--- config.mk ---
export PLATFORM = sky130hd
export DESIGN_NAME = kmkz_dmem_arbiter
export DESIGN_NICKNAME = d
export VERILOG_FILES = /design/src/rtl/kmkz_dmem_arbiter.sv
export SDC_FILE = /design/constraint.sdc
export NUM_CORES = 1
export LEC_CHECK = 0
export BUFFER_PORTS_ARGS = -buffer_cell sky130_fd_sc_hd__buf_4
export CAP_MARGIN = 0
export CORE_ASPECT_RATIO = 0.75
export CORE_MARGIN = 4
export CORE_UTILIZATION = 44
export CTS_CLUSTER_DIAMETER = 80
export CTS_CLUSTER_SIZE = 25
export DETAILED_ROUTE_END_ITERATION = 10
export GPL_ROUTABILITY_DRIVEN = 1
export PLACE_DENSITY = 0.81
export SYNTH_ARGS = -nofsm -noshare
export SYNTH_HDL_FRONTEND = slang
export SYNTH_SLANG_ARGS = --single-unit
--- constraint.sdc ---
create_clock -name clk_i -period 4.1 [get_ports clk_i]
set_input_delay 0 -clock clk_i [delete_from_list [all_inputs] [get_ports clk_i]]
set_output_delay 0 -clock clk_i [all_outputs]
set_load 0.01 [all_outputs]
--- src/rtl/kmkz_dmem_arbiter.sv ---
// kmkz_dmem_arbiter: shares one data-memory port between the core load/store unit and an ext master
module kmkz_dmem_arbiter #(
    parameter int unsigned STARVE_LIMIT = 4,
    parameter int unsigned TIMEOUT      = 255
) (
    input  logic        clk_i,
    input  logic        rst_i,
    input  logic        c_req_i,
    input  logic        c_we_i,
    input  logic [31:0] c_addr_i,
    input  logic [31:0] c_wdata_i,
    input  logic [3:0]  c_sel_i,
    output logic        c_ack_o,
    output logic        c_err_o,
    output logic [31:0] c_rdata_o,
    input  logic        e_req_i,
    input  logic        e_we_i,
    input  logic [31:0] e_addr_i,
    input  logic [31:0] e_wdata_i,
    input  logic [3:0]  e_sel_i,
    output logic        e_ack_o,
    output logic        e_err_o,
    output logic [31:0] e_rdata_o,
    output logic        mem_req_o,
    output logic        mem_we_o,
    output logic [31:0] mem_addr_o,
    output logic [31:0] mem_wdata_o,
    output logic [3:0]  mem_sel_o,
    input  logic        mem_ready_i,
    input  logic [31:0] mem_rdata_i
);
    typedef enum logic [1:0] {IDLE, CORE, EXT} state_t;

    localparam logic [3:0] LIMIT    = 4'(STARVE_LIMIT);
    localparam logic [7:0] TMO_LAST = 8'(TIMEOUT - 1);

    state_t      state_q, state_d;
    logic        mem_we_q, mem_we_d;
    logic [31:0] mem_addr_q, mem_addr_d;
    logic [31:0] mem_wdata_q, mem_wdata_d;
    logic [3:0]  mem_sel_q, mem_sel_d;
    logic [7:0]  tmo_q, tmo_d;
    logic [3:0]  starve_q, starve_d;
    logic        busy, tmo_hit, done, core_win;

    // The core wins unless the ext master has waited through LIMIT core grants in a row
    assign core_win = c_req_i && !(e_req_i && starve_q == LIMIT);
    assign busy     = state_q != IDLE;
    assign tmo_hit  = busy && tmo_q == TMO_LAST;
    assign done     = busy && (mem_ready_i || tmo_hit);

    assign mem_req_o   = busy;
    assign mem_we_o    = mem_we_q;
    assign mem_addr_o  = mem_addr_q;
    assign mem_wdata_o = mem_wdata_q;
    assign mem_sel_o   = mem_sel_q;

    // Completion is returned only to the owner; a ready in the timeout cycle still wins
    assign c_ack_o   = done && state_q == CORE;
    assign c_err_o   = c_ack_o && !mem_ready_i;
    assign c_rdata_o = (c_ack_o && mem_ready_i) ? mem_rdata_i : '0;
    assign e_ack_o   = done && state_q == EXT;
    assign e_err_o   = e_ack_o && !mem_ready_i;
    assign e_rdata_o = (e_ack_o && mem_ready_i) ? mem_rdata_i : '0;

    // Arbitration, grant capture, watchdog and starvation bookkeeping
    always_comb begin
        state_d     = state_q;
        mem_we_d    = mem_we_q;
        mem_addr_d  = mem_addr_q;
        mem_wdata_d = mem_wdata_q;
        mem_sel_d   = mem_sel_q;
        tmo_d       = tmo_q;
        starve_d    = starve_q;
        if (state_q == IDLE) begin
            if (core_win) begin
                state_d     = CORE;
                mem_we_d    = c_we_i;
                mem_addr_d  = c_addr_i;
                mem_wdata_d = c_wdata_i;
                mem_sel_d   = c_sel_i;
                tmo_d       = '0;
                starve_d    = e_req_i ? starve_q + 4'd1 : '0;
            end else if (e_req_i) begin
                state_d     = EXT;
                mem_we_d    = e_we_i;
                mem_addr_d  = e_addr_i;
                mem_wdata_d = e_wdata_i;
                mem_sel_d   = e_sel_i;
                tmo_d       = '0;
                starve_d    = '0;
            end else begin
                starve_d    = '0;
            end
        end else begin
            tmo_d   = tmo_q + 8'd1;
            state_d = done ? IDLE : state_q;
        end
    end

    // State and captured request registers; reset aborts any transaction in flight
    always_ff @(posedge clk_i or negedge rst_i) begin
        if (!rst_i) begin
            state_q     <= IDLE;
            mem_we_q    <= 1'b0;
            mem_addr_q  <= '0;
            mem_wdata_q <= '0;
            mem_sel_q   <= '0;
            tmo_q       <= '0;
            starve_q    <= '0;
        end else begin
            state_q     <= state_d;
            mem_we_q    <= mem_we_d;
            mem_addr_q  <= mem_addr_d;
            mem_wdata_q <= mem_wdata_d;
            mem_sel_q   <= mem_sel_d;
            tmo_q       <= tmo_d;
            starve_q    <= starve_d;
        end
    end
endmodule
==> flow_summary_export.csv, run 1 <==
group,metric,value,unit
placed_design,dp.cells,971,
worst_setup_path,cp.required,4370,ps
die,design.die.area,0.0138,mm^2
placed_design,gp_congestion,0.870,
timing,rsz0062_at_grt,"false",
cells_and_area,layout-drive-gt1-share,42.4,%
worst_setup_path,startpoint_type,"flop",
clock_tree,cts_made_buffers,9,
detailed_routing,detail_route.wirelength,22400,um
clock_tree,postCtsSetupRepairBufs,0,
power,peakVddDrop,0.445,mV
min_path,worstHoldPathType,"primary input to flop",
worst_setup_path,reg2reg_from,"state_q[1]",
timing,period_minus_slack,3210,ps
clock_tree,cts_tree,"done",
timing,setup-tns-final,0,ps
worst_setup_path,crit_fanout,115,
run,maxCapViolations,0,
die,core_area,0.0117,mm^2
detailed_routing,drtIter0Drc,433,
timing,finalCritPeriodShare,78.4,%
synthesis,synth.area.top_cells,"dfrtp_1 39%, o211ai_2 16%, nand4_1 8.8%",
die,boundaryPins,313,
worst_setup_path,r2r_slack,890,ps
min_path,min-delay-start,"c_addr_i[10]",
grt,grt_usage,31.3,%
worst_setup_path,r2r_end,"mem_addr_o[26]",
grt,grt_pass1_vias,6637,
grt,grt_pass1_wl,34600,um
clock_tree,cts_resized,0,
die,fp.dieW,134,um
worst_setup_path,cp-end-kind,"flop",
cells_and_area,regArea,0.00208,mm^2
power,power.leakage,0.00435,uW
worst_setup_path,crit_chain,"nor2_4, buf_4, nand3_1, o211ai_2, dlygate4sd3_1",
worst_setup_path,cpLargestDelayFamily,"buffers and inverters",
grt,grt_max_degree,116,
detailed_routing,ant_nets,0,
worst_setup_path,crit_buf_inv,2,
timing,setup_viol,0,
cells_and_area,areaGrowthSynthToFinish,74.5,%
detailed_routing,wl_met1,8440,um
cells_and_area,multi_input_area,0.00283,mm^2
synthesis,synth_top_area_share,39.5,%
synthesis,yosys_warnings,0,
clock_tree,insertion_delay,330,ps
synthesis,post_synth.cell_area_avg,9.38,um^2
synthesis,syn_nets,740,
clock_tree,root_buffer,"clkbuf_16",
synthesis,yosysTopAreaCell,"dfrtp_1",
synthesis,synth-seq-cells,83,
detailed_routing,vias_per_cell,5.74,
worst_setup_path,crit_type,"flop to flop",
clock_tree,clk_path_buf_depth,2,
grt,antenna_found_initial,2,
detailed_routing,drc_errors,0,
run_status,status,"finished, final reports clean",
synthesis,syn_area,0.00526,mm^2
timing,fmax,311,MHz
grt,grt_overflow_total,0,
timing,hold_viol_final,0,
detailed_routing,vias,6464,
die,num_rows,34,
power,power.density,572,mW/mm^2
timing,fin_ws,886,ps
min_path,min_to,"mem_addr_o[10]",
worst_setup_path,reg2reg_depth,5,
synthesis,syn_inst,561,
clock_tree,cts.clk_slew.worst_paths,70,ps
detailed_routing,wl_per_cell,19.9,um
timing,tightest_slew,1240,ps
timing,hold_slack,24.8,ps
clock_tree,h-tree-depth,3,
min_path,hold_depth,3,
cells_and_area,final_cells,1127,
synthesis,yosysSeqAreaShare,39.5,%
synthesis,synth.distinct_cells,34,
die,die_h,103,um
placed_design,hpwlAfterDp,13400,um
cells_and_area,fill_cells,734,
placed_design,place_ws,1590,ps
placed_design,io_buffers,312,
detailed_routing,wl_met3,1590,um
worst_setup_path,cpPeakStageDelay,950,ps
timing,drv_slew,0,
detailed_routing,routed-wl-met2,11300,um
cells_and_area,final_nets,1137,
clock_tree,cts.hold.buffers_added,138,
timing,relSlewSlack,17.0,%
detailed_routing,drtPass1Iterations,5,
die,initial_core_util,45.1,%
clock_tree,clock_sinks,83,
worst_setup_path,slowest_stage,"buf_4",
power,total_power,5250,uW
worst_setup_path,crit_arrival,3490,ps
detailed_routing,top_layer,"met4",
timing,skew,11.0,ps
[tightest hold or removal path, stage by stage]
cell and delay [ps]:
buf_4 100, nand4_1 130, o211ai_2 100
[synth_stat cells]
cell type / n
o211ai_1: 1
inv_1: 4
nand4b_4: 1
o21ai_1: 37
or2_1: 1
buf_2: 18
o311ai_1: 1
nand4_1: 74
and2_1: 66
nand2b_1: 2
a41oi_1: 1
nor2_2: 2
clkbuf_1: 40
nand2_1: 7
buf_6: 8
inv_2: 2
nor2_1: 6
o22ai_1: 1
xor2_1: 1
ha_1: 4
a22o_1: 2
o31ai_1: 2
o21ai_0: 40
mux2i_1: 3
and3_1: 1
buf_4: 3
o2111ai_1: 1
o221ai_1: 2
nand3_1: 73
o211ai_2: 69
nand3b_1: 1
dfrtp_1: 83
nor3_1: 3
and4_1: 1
[layer usage]
metal  GRT usage (%)  up-vias
met5               0        -
met4            16.5        0
met3            6.63       90
met2            53.0      356
met1            38.1     3117
li1                -     2901
[area by class of cell]
type	count	area share [%]
clock buffers	12	2.57
repair buffers	455	41.0
multi-input cells	403	30.8
inverters	6	0.245
diodes	2	0.0545
clock inverters	4	0.559
flip-flops and latches	83	22.6
well taps	162	2.21
[power by group]
part           internal [uW]  switching, uW
Clock                    473            323
Sequential              1190            263
Combinational           1570           1430
[state kept, by name, summed over array words and instances, names as in the netlist]
name and cells:
state_q 2, mem_we_o 1, mem_wdata_o 32, mem_sel_o 4, tmo_q 8, mem_addr_o 32, starve_q 4
[logic make-up (layout without fill, tap and decap cells)]
kind of cell,count (synthesis),in the layout,synth area share [%]
AO/OA/AOI/OAI,157,157,25.4
XOR/XNOR,1,1,0.166
adder cells (fa/ha/maj),4,4,0.951
buffers and inverters,75,477,7.13
flip-flops,83,83,39.5
multiplexers,3,3,0.571
other,0,2,0
AND/OR/NAND/NOR,238,238,26.3
[worst max path at each step]
stage / slack (ps) / startpoint / endpoint / depth (start not counted)
after CTS: 1020 / state_q[1] / mem_addr_o[26] / 5
after global routing: 700 / state_q[1] / mem_addr_o[24] / 5
after global placement: 1680 / state_q[1] / mem_wdata_o[6] / 4
final: 890 / state_q[1] / mem_addr_o[26] / 5
after floorplan: 2580 / starve_q[0] / state_q[0] / 7
after detailed placement: 1590 / state_q[1] / mem_addr_o[20] / 4
[cell usage in the layout (no fill, tap or decap), types with 4 or more instances in the layout]
cell,count
ha_1,4
nor2_1,4
nand3_1,73
o211ai_2,69
nand2_1,7
and2_1,65
dlygate4sd3_1,138
dfrtp_1,83
clkbuf_16,9
buf_4,317
o21ai_1,37
nand4_1,74
o21ai_0,40
inv_1,4
[stage by stage]
step / cell area [um^2] / util (%)
after floorplan: 5260 / -
after global placement: 7500 / 64.4
after detailed placement: 7500 / 64.4
after CTS: 9170 / 78.7
after global routing: 9180 / 78.8
final: 9180 / 78.8
(Power assumes the default switching activity.)
==> run 2, diff against run 1 <==
==> constraint.sdc (replaced) <==
create_clock -name clk_i -period 3.13 [get_ports clk_i]
set_input_delay 0 -clock clk_i [delete_from_list [all_inputs] [get_ports clk_i]]
set_output_delay 0 -clock clk_i [all_outputs]
set_load 0.01 [all_outputs]
==> flow_summary_export.csv, run 2 (synthesis gave the netlist of run 1 again) <==
group,metric,value,unit
clock_tree,insertion_delay,330,ps
worst_setup_path,crit_type,"flop to flop",
grt,antenna_found_initial,0,
cells_and_area,layout-drive-gt1-share,42.4,%
grt,grt_max_degree,148,
power,p_int,4250,uW
clock_tree,cts_resized,0,
clock_tree,clock_sinks,83,
timing,hold_viol_final,0,
timing,period_minus_slack,2550,ps
die,initial_core_util,45.1,%
worst_setup_path,reg2reg_from,"starve_q[0]",
cells_and_area,final_nets,1139,
grt,grt_pass1_vias,6556,
power,seqPwrFrac,27.6,%
die,die_h,103,um
worst_setup_path,startpoint_type,"flop",
worst_setup_path,setup.worst_path.start,"starve_q[0]",
timing,skew,4.11,ps
worst_setup_path,crit_arrival,2820,ps
min_path,min_to,"mem_wdata_o[17]",
worst_setup_path,r2r_end,"mem_addr_o[23]",
power,p_clk_share,15.0,%
power,switchingPower,2670,uW
min_path,worstHoldPathType,"primary input to flop",
detailed_routing,vias,6522,
clock_tree,cts_made_buffers,9,
clock_tree,clk_path_buf_depth,2,
min_path,min-delay-start,"c_wdata_i[17]",
die,boundaryPins,313,
power,power.leakage,0.00438,uW
cells_and_area,final_cells,1126,
timing,setup_viol,0,
die,num_rows,34,
timing,rsz0062_at_grt,"false",
run_status,status,"finished, final reports clean",
detailed_routing,vias_per_cell,5.79,
detailed_routing,ant_nets,0,
worst_setup_path,cp.required,3400,ps
cells_and_area,fill_cells,757,
worst_setup_path,reg2reg_depth,7,
die,core_area,0.0117,mm^2
timing,relSlewSlack,27.2,%
die,fp.dieW,134,um
timing,drv_slew,0,
grt,grt_pass1_wl,35100,um
worst_setup_path,crit_fanout,70,
timing,tightest_slew,1090,ps
run,maxCapViolations,0,
placed_design,hpwlAfterDp,13900,um
clock_tree,cts.clk_slew.worst_paths,60,ps
grt,grt_overflow_total,0,
clock_tree,cts.hold.buffers_added,136,
power,comb_power_share,57.4,%
power,peakVddDrop,0.685,mV
worst_setup_path,cp-end-kind,"flop",
timing,fmax,392,MHz
die,design.die.area,0.0138,mm^2
grt,grt_usage,31.8,%
detailed_routing,drtIter0Drc,581,
placed_design,dp.cells,975,
power,swShare,38.6,%
clock_tree,root_buffer,"clkbuf_16",
timing,finalCritPeriodShare,81.5,%
clock_tree,postCtsSetupRepairBufs,0,
detailed_routing,drtPass1Iterations,5,
cells_and_area,antenna_cells,0,
timing,setup-tns-final,0,ps
cells_and_area,final_cell_mix,"317 x buf_4, 136 x dlygate4sd3_1, 83 x dfrtp_1, 74 x nand4_1, 73 x nand3_1",
cells_and_area,areaGrowthSynthToFinish,75.2,%
min_path,hold_depth,3,
clock_tree,cts_tree,"done",
detailed_routing,wl_per_cell,20.3,um
power,power.density,751,mW/mm^2
placed_design,gp_congestion,0.811,
worst_setup_path,r2r_slack,580,ps
clock_tree,h-tree-depth,3,
detailed_routing,detail_route.wirelength,22800,um
cells_and_area,layout_commonest_cell,"buf_4",
detailed_routing,drc_errors,0,
placed_design,io_buffers,312,
==> run 2: area by class of cell <==
cell class	count	area [um^2]	share of cell area (%)
timing repair buffer	457	3820	41.4
multi-input combinational	403	2820	30.6
sequential	83	2080	22.5
clock buffer	12	236	2.56
tap	162	203	2.20
clock inverter	3	40.0	0.434
inverter	6	22.5	0.244
==> run 2: power groups by stage <==
stage	clock [uW]	sequential, uW	combinational, uW
3_5_place_dp	0	1880	3140
3_3_place_gp	0	1870	3030
2_1_floorplan	0	2030	1560
4_1_cts	1050	1880	3860
5_1_grt	1100	1950	4250
6_report	1040	1910	3970
==> run 2: how the worst max path moves through the flow <==
| stage | endpoint | depth (start not counted) |
|---|---|---|
| floorplan | state_q[0] | 7 |
| global placement | mem_addr_o[1] | 5 |
| detailed placement | mem_addr_o[18] | 5 |
| CTS | mem_wdata_o[23] | 7 |
| global route | mem_wdata_o[23] | 7 |
| finish | mem_addr_o[23] | 7 |
==> run 2: routing by layer <==
layer	up-vias	GRT usage [%]	part of all wire (%)
met2	390	55.4	51
met1	3157	39.8	38
met3	68	5.07	6.9
met4	0	13.1	3.4
met5	-	0	0
li1	2907	-	-
==> run 2: through the flow <==
stage / utilization (%) / total power (uW) / worst slack, ps / area, um^2 / hold WS [ps]
floorplan: - / 3590 / 1610 / 5260 / -296
global placement: 65.1 / 4900 / 1210 / 7580 / 259
detailed placement: 65.1 / 5020 / 1130 / 7580 / 269
CTS: 79.1 / 6790 / 616 / 9220 / 2.29
global route: 79.1 / 7300 / 472 / 9220 / 0.380
finish: 79.1 / 6920 / 579 / 9220 / 1.27
==> run 2: critical path, stage by stage, from the launching register on <==
cell	delay, ps
dfrtp_1	410
inv_1	70
ha_1	240
nand4b_4	100
buf_4	610
nand4_1	270
o211ai_2	150
dlygate4sd3_1	580
